===== src/rtl/sha256_digest_unloader.sv =====
// Captures a finished SHA-256 digest on a load strobe and streams it out
// word by word, most-significant word first, over a valid/ready handshake.
module sha256_digest_unloader #(
  parameter int WORD_W    = 64,
  parameter int NUM_WORDS = 4
) (
  input  logic                        CLK,
  input  logic                        RST,
  input  logic                        load,
  input  logic [WORD_W*NUM_WORDS-1:0] digest_i,
  output logic [WORD_W-1:0]           data_o,
  output logic                        valid_o,
  input  logic                        ready_i,
  output logic                        last_o,
  output logic                        busy_o,
  output logic                        done_o,
  output logic                        overrun_o
);

  localparam int DIG_W = WORD_W * NUM_WORDS;
  localparam int CNT_W = (NUM_WORDS > 1) ? $clog2(NUM_WORDS) : 1;
  localparam logic [CNT_W-1:0] LAST_CNT = CNT_W'(NUM_WORDS - 1);

  typedef enum logic {
    IDLE = 1'b0,
    SEND = 1'b1
  } state_t;

  state_t             state_reg, state_next;
  logic [CNT_W-1:0]   cnt_reg, cnt_next;
  logic [DIG_W-1:0]   shift_reg, shift_next;
  logic               done_reg, done_next;
  logic               overrun_reg, overrun_next;

  logic xfer;
  logic is_last;

  assign xfer    = (state_reg == SEND) && ready_i;
  assign is_last = (cnt_reg == LAST_CNT);

  always_ff @(posedge CLK or negedge RST) begin
    if (!RST) begin
      state_reg   <= IDLE;
      cnt_reg     <= '0;
      shift_reg   <= '0;
      done_reg    <= 1'b0;
      overrun_reg <= 1'b0;
    end else begin
      state_reg   <= state_next;
      cnt_reg     <= cnt_next;
      shift_reg   <= shift_next;
      done_reg    <= done_next;
      overrun_reg <= overrun_next;
    end
  end

  always_comb begin
    state_next   = state_reg;
    cnt_next     = cnt_reg;
    shift_next   = shift_reg;
    done_next    = 1'b0;
    overrun_next = 1'b0;
    case (state_reg)
      IDLE: begin
        if (load) begin
          shift_next = digest_i;
          cnt_next   = '0;
          state_next = SEND;
        end
      end
      SEND: begin
        if (xfer && is_last) begin
          done_next = 1'b1;
          cnt_next  = '0;
          // A load coinciding with the final transfer chains the next digest with no bubble.
          if (load) begin
            shift_next = digest_i;
          end else begin
            shift_next = '0;
            state_next = IDLE;
          end
        end else begin
          if (xfer) begin
            shift_next = shift_reg << WORD_W;
            cnt_next   = cnt_reg + CNT_W'(1);
          end
          overrun_next = load;
        end
      end
      default: begin
        state_next = IDLE;
        cnt_next   = '0;
        shift_next = '0;
      end
    endcase
  end

  // Outputs come straight from state registers; nothing from ready_i or load leaks through.
  assign data_o    = shift_reg[DIG_W-1 -: WORD_W];
  assign valid_o   = (state_reg == SEND);
  assign busy_o    = (state_reg == SEND);
  assign last_o    = (state_reg == SEND) && is_last;
  assign done_o    = done_reg;
  assign overrun_o = overrun_reg;

endmodule

===== config.mk =====
export PLATFORM = sky130hd
export DESIGN_NAME = sha256_digest_unloader
export DESIGN_NICKNAME = d
export VERILOG_FILES = /design/src/rtl/sha256_digest_unloader.sv
export SDC_FILE = /design/constraint.sdc
export NUM_CORES = 1
export LEC_CHECK = 0
export CAP_MARGIN = 10
export CORE_ASPECT_RATIO = 1.5
export CORE_MARGIN = 4
export CORE_UTILIZATION = 48
export CTS_BUF_LIST = sky130_fd_sc_hd__clkbuf_8
export DETAILED_ROUTE_END_ITERATION = 10
export MAX_ROUTING_LAYER = met4
export PLACE_DENSITY = 0.81
export SLEW_MARGIN = 20
export SYNTH_ARGS = -nofsm -noshare
export SYNTH_HDL_FRONTEND = slang
export SYNTH_SLANG_ARGS = --single-unit

===== constraint.sdc =====
create_clock -name CLK -period 1.98 [get_ports CLK]
set_input_delay 0.198 -clock CLK [delete_from_list [all_inputs] [get_ports CLK]]
set_output_delay 0.198 -clock CLK [all_outputs]
set_load 0.005 [all_outputs]

==> results.toml <==
[final_layout]
final_util = 0.631
layout.nets = 1808
fin_area_um2 = 18200
drive_gt1_frac = 0.203
fillCellCount = 2210
final_cell_mix = "326 x clkdlybuf4s50_1, 260 x dfrtp_1, 206 x inv_1"
largest_reg_flops = 256
syn2layout_area_growth_pct = 29.6
final_common_cell = "clkdlybuf4s50_1"

[placed_design]
io_buffers = 328
placed_area_um2 = 17300
routabilityCongestion = 0.878
dp_hpwl_mm = 27.2

[synthesis]
synth_flop_cell = "dfrtp_1"
synth_edf_count = 0
yosysWarnings = 0
synth.distinct_cells = 28
ys_async_sr_fraction = 1.00
synth_nets = 1583
yosysSeqAreaShare = 0.465
avgSynthCellArea_um2 = 10.6
synth_area_um2 = 14000
syn-instance-count = 1322
yosys_register_bits = 261

[routing]
ant_nets = 0
wl_mm = 40.5
drt-vias-per-instance = 5.89
drt_drc_violations_left = 0
via_count = 11600
drt_pass1_iterations = 5
drtIter0Drc = 694
wl_per_cell_um = 20.5

[status]
status = "complete, no violations"

[critical_path]
crit_slowest_cell = "dfrtp_1"
worstPathMaxFanout = 9
crit_buf_inv = 2
end_kind = "output pin"
cp_data_required_time_ns = 1.78
critical-path-top-delay-family = "flip-flops"
cp.arrival_ns = 1.69
crit_type = "reg -> out"
critPathLaunchType = "flop"
crit_chain = "ha_4, buf_6, and2_1, clkdlybuf4s15_1"
critPathMaxStageDelay_ns = 0.42

[sta]
rsz0062_at_grt = "no"
whs_ns = 0.178
finClkSkew_ns = 0.0251
slew_headroom = 0.481
min_period_ns = 1.88
finalHoldViolCount = 0
drv_slew = 0
max_slew.worst_pin.slew_ns = 0.777
fmax_mhz = 531
post-route-period-util = 0.952
finalSetupViolations = 0

[floorplanning]
floorplan.initialDensity = 0.487
coreArea_um2 = 28800
num_rows = 76
dieArea_um2 = 32100
die-width_um = 148
die_h_um = 217
io_pins = 329

[job]
drv_cap = 0

[clock_tree]
insertion_delay_ns = 0.56
htree_num_levels = 2
clock_sinks = 261
path_clk_slew_ns = 0.06
cts_tree = "built"
max-clock-path-buffers = 3
clock-root-buffer = "clkbuf_8"
cts_made_buffers = 42

[global_route]
grtUsageTotal = 0.252
grt_first_pass_wirelength_mm = 64.0
grt_max_degree = 94
antenna_found_initial = 5
grt_overflow = 0
grt_pass1_vias = 12100

[pwr]
power_density_nw_per_um2 = 1360
p_leak_nw = 7.87
ir_drop_mv = 0.675

[min_path]
hold_path_class = "in -> async"
layer usage:
layer	share of wire	track usage	vias to the layer above
li1	-	-	5214
met1	0.39	0.308	5746
met2	0.49	0.392	532
met3	0.061	0.0445	139
met4	0.061	0.149	0
met5	0	-	-
worst register-to-register path: stages (launching register included):
cell      delay, ns
dfrtp_1        0.42
ha_4           0.19
and3_4         0.18
a21o_4         0.34
buf_12         0.29
a221oi_2       0.34
worst paths after layout:
check,startpoint,to,slack (ns),cells past startpoint
setup / recovery,cnt_reg[1],last_o,0.1,4
hold / removal,RST,shift_reg[102],0.18,2
setup reg to reg,cnt_reg[1],shift_reg[196],0.12,5
hold reg to reg,shift_reg[37],shift_reg[37],0.50,1
max in group asynchronous,RST,busy_o,1.12,3
min in group CLK,digest_i[122],shift_reg[122],0.18,3
layout make-up:
| class | count | area, um^2 | area share |
|---|---|---|---|
| Clock buffer | 55 | 757 | 0.0416 |
| Antenna cell | 6 | 15.0 | 0.000825 |
| Sequential cell | 261 | 6530 | 0.359 |
| Multi-Input combinational cell | 662 | 5550 | 0.305 |
| Inverter | 193 | 724 | 0.0398 |
| Tap cell | 390 | 488 | 0.0268 |
| Clock inverter | 20 | 108 | 0.00592 |
| Timing Repair Buffer | 387 | 4010 | 0.221 |
synthesized netlist by cell type, types with 2 or more instances:
cell type,number,area [um^2]
a221oi_2,189,2840
inv_1,192,721
buf_2,56,280
and2_1,3,18.8
nand2_1,2,7.51
a22o_1,64,561
a221oi_1,2,17.5
buf_6,21,236
dfrtp_1,261,6530
mux2i_1,2,20.0
o21ai_0,194,971
buf_4,71,533
a21oi_1,191,956
or2_2,2,12.5
nor2b_1,2,12.5
clkbuf_1,58,218
logic make-up (layout without fill, tap and decap cells):
family | after synthesis | after routing | synth area share
fa+ha+maj | 1 | 1 | 0.000891
other cells | 0 | 6 | 0
compound gates | 644 | 644 | 0.384
buf+inv | 399 | 655 | 0.142
simple gates | 14 | 14 | 0.00615
mux | 2 | 2 | 0.00143
xor+xnor | 1 | 1 | 0.000624
flops | 261 | 261 | 0.465
repair_timing:
item | in CTS | in global routing
pin swaps | 0 | 1
endpoints found under the setup margin | 1 | 3
setup buffers | 1 | 0
gates resized for setup | 2 | 2
hold endpoints to repair | 152 | 0
hold buffers | 1 | 0
power by group:
group | internal (mW) | switching (mW) | leakage (nW) | total [mW]
clock network | 2.61 | 2.13 | 0.504 | 4.74
registers | 7.69 | 1.32 | 3.11 | 9.01
logic | 5.34 | 5.63 | 4.26 | 11.0
per-stage QoR:
stage	power [mW]	TNS, ns	setup slack (ns)	cells
6_report	24.7	0	0.0955	1974
5_1_grt	26.3	0	0.00145	1974
4_1_cts	24.8	0	0.0112	1968
3_5_place_dp	19.9	-24.50	-0.191	1891
3_3_place_gp	19.5	-19.58	-0.152	1891
2_1_floorplan	16.8	0	0.339	1322
Note: power is estimated with default switching activity, not from simulation.
==> variant 1 (same settings) <==
Register the output `overrun_o` once more, cleared by the reset; this adds one clock of latency there. The other outputs are not delayed to match.
--- a/src/rtl/sha256_digest_unloader.sv
+++ b/src/rtl/sha256_digest_unloader.sv
@@ -101,6 +101,12 @@
   assign busy_o    = (state_reg == SEND);
   assign last_o    = (state_reg == SEND) && is_last;
   assign done_o    = done_reg;
-  assign overrun_o = overrun_reg;
+  always_ff @(posedge CLK or negedge RST) begin
+    if (!RST) begin
+      overrun_o <= '0;
+    end else begin
+      overrun_o <= overrun_reg;
+    end
+  end
 
 endmodule
Behaviour: not the same (a bounded check fails within 4 cycles, from zero or initial values and one cycle with RST low).
==> variant 1 against the original RTL <==
The run now ends with setup timing left. Count of clock-buffer cells in the layout unchanged. Setup slack got worse by 0.12 ns. Non-clock buffer count increased by 1. Power about the same. Register-to-register slack got worse by 0.14 ns. Core utilization increased by 0.41 points. Synthesized area increased by 0.18%. First-iteration DRC count increased by 45%. Clock skew decreased by 0.0094 ns. Wire length increased by 0.16%. Cell count decreased by 0.10%. Design area increased by 0.65%. Sequential cell count increased by 1. Critical endpoint is now shift_reg[141]. Largest cell class unchanged.
==> variant 1: results (changes against the original RTL) <==
| Metric | Value |
|---|---|
| Worst VDD drop | `676 uV (about the same)` |
| Synth Area in XOR/XNOR | `0.0623% (-0.00011 points)` |
| Vias in the first global route | `12000 (-1.1%)` |
| NonClk Buf Share | `22.5% (+0.40 points)` |
| Reg2Reg Capture Point | `shift_reg[141]` |
| Post-Synthesis Cells | `1323 (+0.076%)` |
| Met1 WL | `15600 um (-1.1%)` |
| Syn nets | `1584 (+0.063%)` |
| Status | `finished with violations` |
| Area contributors post-synth | `dfrtp_1, a221oi_2, o21ai_0` |
| Slew margin rel. | `60.6% (+13 points)` |
| Non-Clock Buffer Count | `388 (+0.26%)` |
| CP max FO | `69 (+60)` |
| Seq/total area | `35.8% (-0.10 points)` |
| CP Class | `register to register` |
| Share of cells above drive strength 1 | `20.4% (+0.038 points)` |
| Setup ws final | `-0.0231 ns (-0.119 ns)` |
| Multi-input gates | `662 (unchanged)` |
| Vias per inst | `5.89 (about the same)` |
| Setup WS pre-CTS | `-0.0189 ns (+0.172 ns)` |
| DPL Wire Length | `27200 um (-0.32%)` |
| Antenna violations before repair | `2 (-3)` |
| Failing checks | `setup timing` |
| Routed wl met2 | `20400 um (+3.2%)` |
| Setup TNS | `-0.110 ns (-0.110 ns)` |
| DRT iter0 DRCs | `1005 (+45%)` |
| Adder-cell share of the synthesized area | `0.0890% (-0.00016 points)` |
| M2 GR Usage | `41.0% (+1.8 points)` |
| GRT Total Usage | `25.2% (+0.066 points)` |
| WP data arrival | `2.46 ns (+0.77 ns)` |
| Non-filler cells, final | `1972 (-0.10%)` |
| Layout Nets | `1810 (+0.11%)` |
| Drt wl/cell | `20.6 um (+0.26%)` |
| Min Hold Slack | `0.187 ns (+0.00911 ns)` |
| Antenna cells | `2 (-4)` |
| Routed wl met3 | `2450 um (-0.69%)` |
| Fillers | `2198 (-0.54%)` |
| Sequential share of the synthesized area | `46.6% (+0.095 points)` |
| Clock buf/inv share | `4.59% (-0.17 points)` |
| Placed Instances | `1888 (-0.16%)` |
| Clock Skew | `0.0157 ns (-0.00941 ns)` |
| Mux cell area share after synthesis | `0.142% (-0.00025 points)` |
| Global-route wire length before repair | `64200 um (+0.24%)` |
| Reg2Reg Depth | `6 (+1)` |
| Setup violators final | `9 (+9)` |
| Met1 Use GR | `31.1% (+0.36 points)` |
| DP Area | `0.0174 mm2 (+0.48%)` |
| Area delta synth->final | `30.2%` |
| GP Congestion | `0.874 (-0.40%)` |
| CP startpoint | `cnt_reg[0]` |
| Compound-gate portion of the synthesized area | `38.3% (-0.068 points)` |
| Met3 Resource Use GR | `3.66% (-0.79 points)` |
| CTS Buffer Depth | `3 (unchanged)` |
| Multi-input gate area | `0.00558 mm2 (+0.52%)` |
| Post-CTS sizing | `1 (-1)` |
| Seq Cell Count | `262 (+0.38%)` |
| Setup Buffers After CTS | `5 (+4)` |
| Worst min-delay path class | `primary input to register` |
[variant 1: cell types whose count changed after synthesis]
| cell | change |
|---|---|
| dfrtp_1 | +1 |
[variant 1: logic make-up (layout without fill, tap and decap cells)]
kind of cell / after synthesis / after routing
compound gates: 644 / 644
buf+inv: 399 / 656
flops: 262 / 262
simple gates: 14 / 14
mux: 2 / 2
fa+ha+maj: 1 / 1
xor+xnor: 1 / 1
other cells: 0 / 2
[variant 1: power groups by stage]
stage	combinational [W]	sequential, W	clock [W]
after floorplan	0.00824	0.00861	0
after global placement	0.0106	0.00899	0
after detailed placement	0.0109	0.00904	0
after CTS	0.0110	0.00898	0.00470
after global routing	0.0121	0.00929	0.00492
final	0.0111	0.00903	0.00460
[variant 1: worst max-delay path, stage by stage, from the launching register on]
cell	delay (ns)
dfrtp_1	0.42
ha_4	0.19
buf_4	0.17
and3_4	0.19
a21o_4	0.22
buf_12	0.21
a221oi_4	0.38
==> variant 2 (config.mk and constraints unchanged) <==
Made on the original files. The parameter `NUM_WORDS` goes from 4 to 8.
--- a/src/rtl/sha256_digest_unloader.sv
+++ b/src/rtl/sha256_digest_unloader.sv
@@ -2,7 +2,7 @@
 // word by word, most-significant word first, over a valid/ready handshake.
 module sha256_digest_unloader #(
   parameter int WORD_W    = 64,
-  parameter int NUM_WORDS = 4
+  parameter int NUM_WORDS = 8
 ) (
   input  logic                        CLK,
   input  logic                        RST,
Ports: changed (resized digest_i); port bits go from 329 to 585. The function was not compared with the original's and may differ.
==> variant 2 against the original RTL <==
Critical path depth up 4. Via count increased by 120%. Sequential cell count rose by 257. Largest power group unchanged. Setup slack lost 0.26 ns. Synthesized area is 92% higher. Non-clock buffer count up 360. The flow now finishes with violations (setup timing). Sequential share of layout area fell by 1.1 points. Wire length up 140%. Power up 80%. Register-to-register slack got worse by 0.28 ns. Design area up 100%. Core utilization up 3.6 points. Highest routed layer unchanged.
==> variant 2: results (changes against the original RTL) <==
| Metric | Value |
|---|---|
| WL final | `96100 um (+140%)` |
| Share of cells above drive strength 1 | `20.0% (-0.29 points)` |
| Global-route wire length before repair | `142000 um (+120%)` |
| Register share of total power | `39.6% (+3.2 points)` |
| DPL Wire Length | `64100 um (+140%)` |
| Sw Share | `36.4% (-0.32 points)` |
| Layout Nets | `3747 (+110%)` |
| Setup WS pre-CTS | `-0.0619 ns (+0.129 ns)` |
| Sequential share of the synthesized area | `48.1% (+1.5 points)` |
| Yosys cell types | `27 (-3.6%)` |
| Post-CTS sizing | `144 (+142)` |
| Worst VDD drop | `645 uV (-4.6%)` |
| Actual slew at the worst max-slew pin | `0.533 ns (-0.244 ns)` |
| Failing checks | `setup timing` |
| Commonest cells in the synthesized netlist | `dfrtp_1, inv_1, o21ai_0` |
| CP max FO | `27 (+18)` |
| Vias per inst | `6.24 (+5.9%)` |
| LEAKAGE | `15.9 nW (+100%)` |
| GRT Total Usage | `30.1% (+4.9 points)` |
| Antenna violations before repair | `26 (+21)` |
| Met3 Resource Use GR | `4.15% (-0.30 points)` |
| Setup ws final | `-0.160 ns (-0.256 ns)` |
| H-tree levels | `3 (+1)` |
| WP data arrival | `2.69 ns (+1.00 ns)` |
| Syn nets | `3302 (+110%)` |
| Port buffer count | `584 (+78%)` |
| Setup Buffers After CTS | `4 (+3)` |
| Clock Skew | `0.0276 ns (+0.00242 ns)` |
| Area contributors post-synth | `dfrtp_1, a221oi_1, a221oi_2` |
| DRT iter0 DRCs | `2480 (+260%)` |
| Setup violators final | `389 (+389)` |
| Largest register FFs | `512 (+100%)` |
| Met1 Use GR | `38.4% (+7.6 points)` |
| Routed wl met3 | `6410 um (+160%)` |
| Drt pass-1 iters | `7 (+2)` |
| Status | `finished with violations` |
## variant 2: final cells by class
class	instances	area, um2	share of cell area, %
multi-input cells	1435	11600	31.3
repair buffers	747	8360	22.5
clock buffers	102	1400	3.77
clock inverters	35	189	0.508
flip-flops and latches	518	13000	34.9
well taps	702	878	2.36
diodes	27	67.6	0.182
inverters	450	1690	4.54
## variant 2: metrics by stage
step           utilization, %  cells  total power (W)  TNS (ns)  cell area (um2)
4_1_cts                  64.9   3975           0.0429    -16.46            36200
3_3_place_gp             60.4   3831           0.0319         0            33600
5_1_grt                  66.8   4015           0.0470    -52.38            37200
3_5_place_dp             60.4   3831           0.0326    -0.416            33600
6_report                 66.8   4016           0.0445    -29.68            37200
2_1_floorplan               -   2784           0.0271         0            27000
## variant 2: kinds of logic (layout without fill, tap and decap cells)
logic type                 Yosys count  in the layout  synth area share, %
buffers and inverters              831           1334                 14.2
DFF                                518            518                 48.1
muxes                                3              3                0.111
adders and majority gates            2              2               0.0928
and+or+nand+nor                     16             16                0.343
other                                0             27                    0
AOI/OAI and AO/OA                 1414           1414                 37.2
## variant 2: final timing paths
path | start | cells after the start | end | slack [ns]
setup / recovery | cnt_reg[1] | 8 | shift_reg[168] | -0.16
hold / removal | RST | 2 | shift_reg[56] | 0.05
setup reg to reg | cnt_reg[1] | 8 | shift_reg[168] | -0.16
hold reg to reg | shift_reg[15] | 1 | shift_reg[15] | 0.50
max in group asynchronous | RST | 3 | shift_reg[500] | 1.10
min in group CLK | digest_i[223] | 3 | shift_reg[223] | 0.08
## variant 2: worst register-to-register path, cell delays in order (launching register included)
cell,delay (ns)
dfrtp_1,0.39
ha_2,0.20
ha_4,0.17
buf_6,0.12
and3_4,0.18
a21o_4,0.21
buf_12,0.18
buf_12,0.25
a221oi_1,0.33
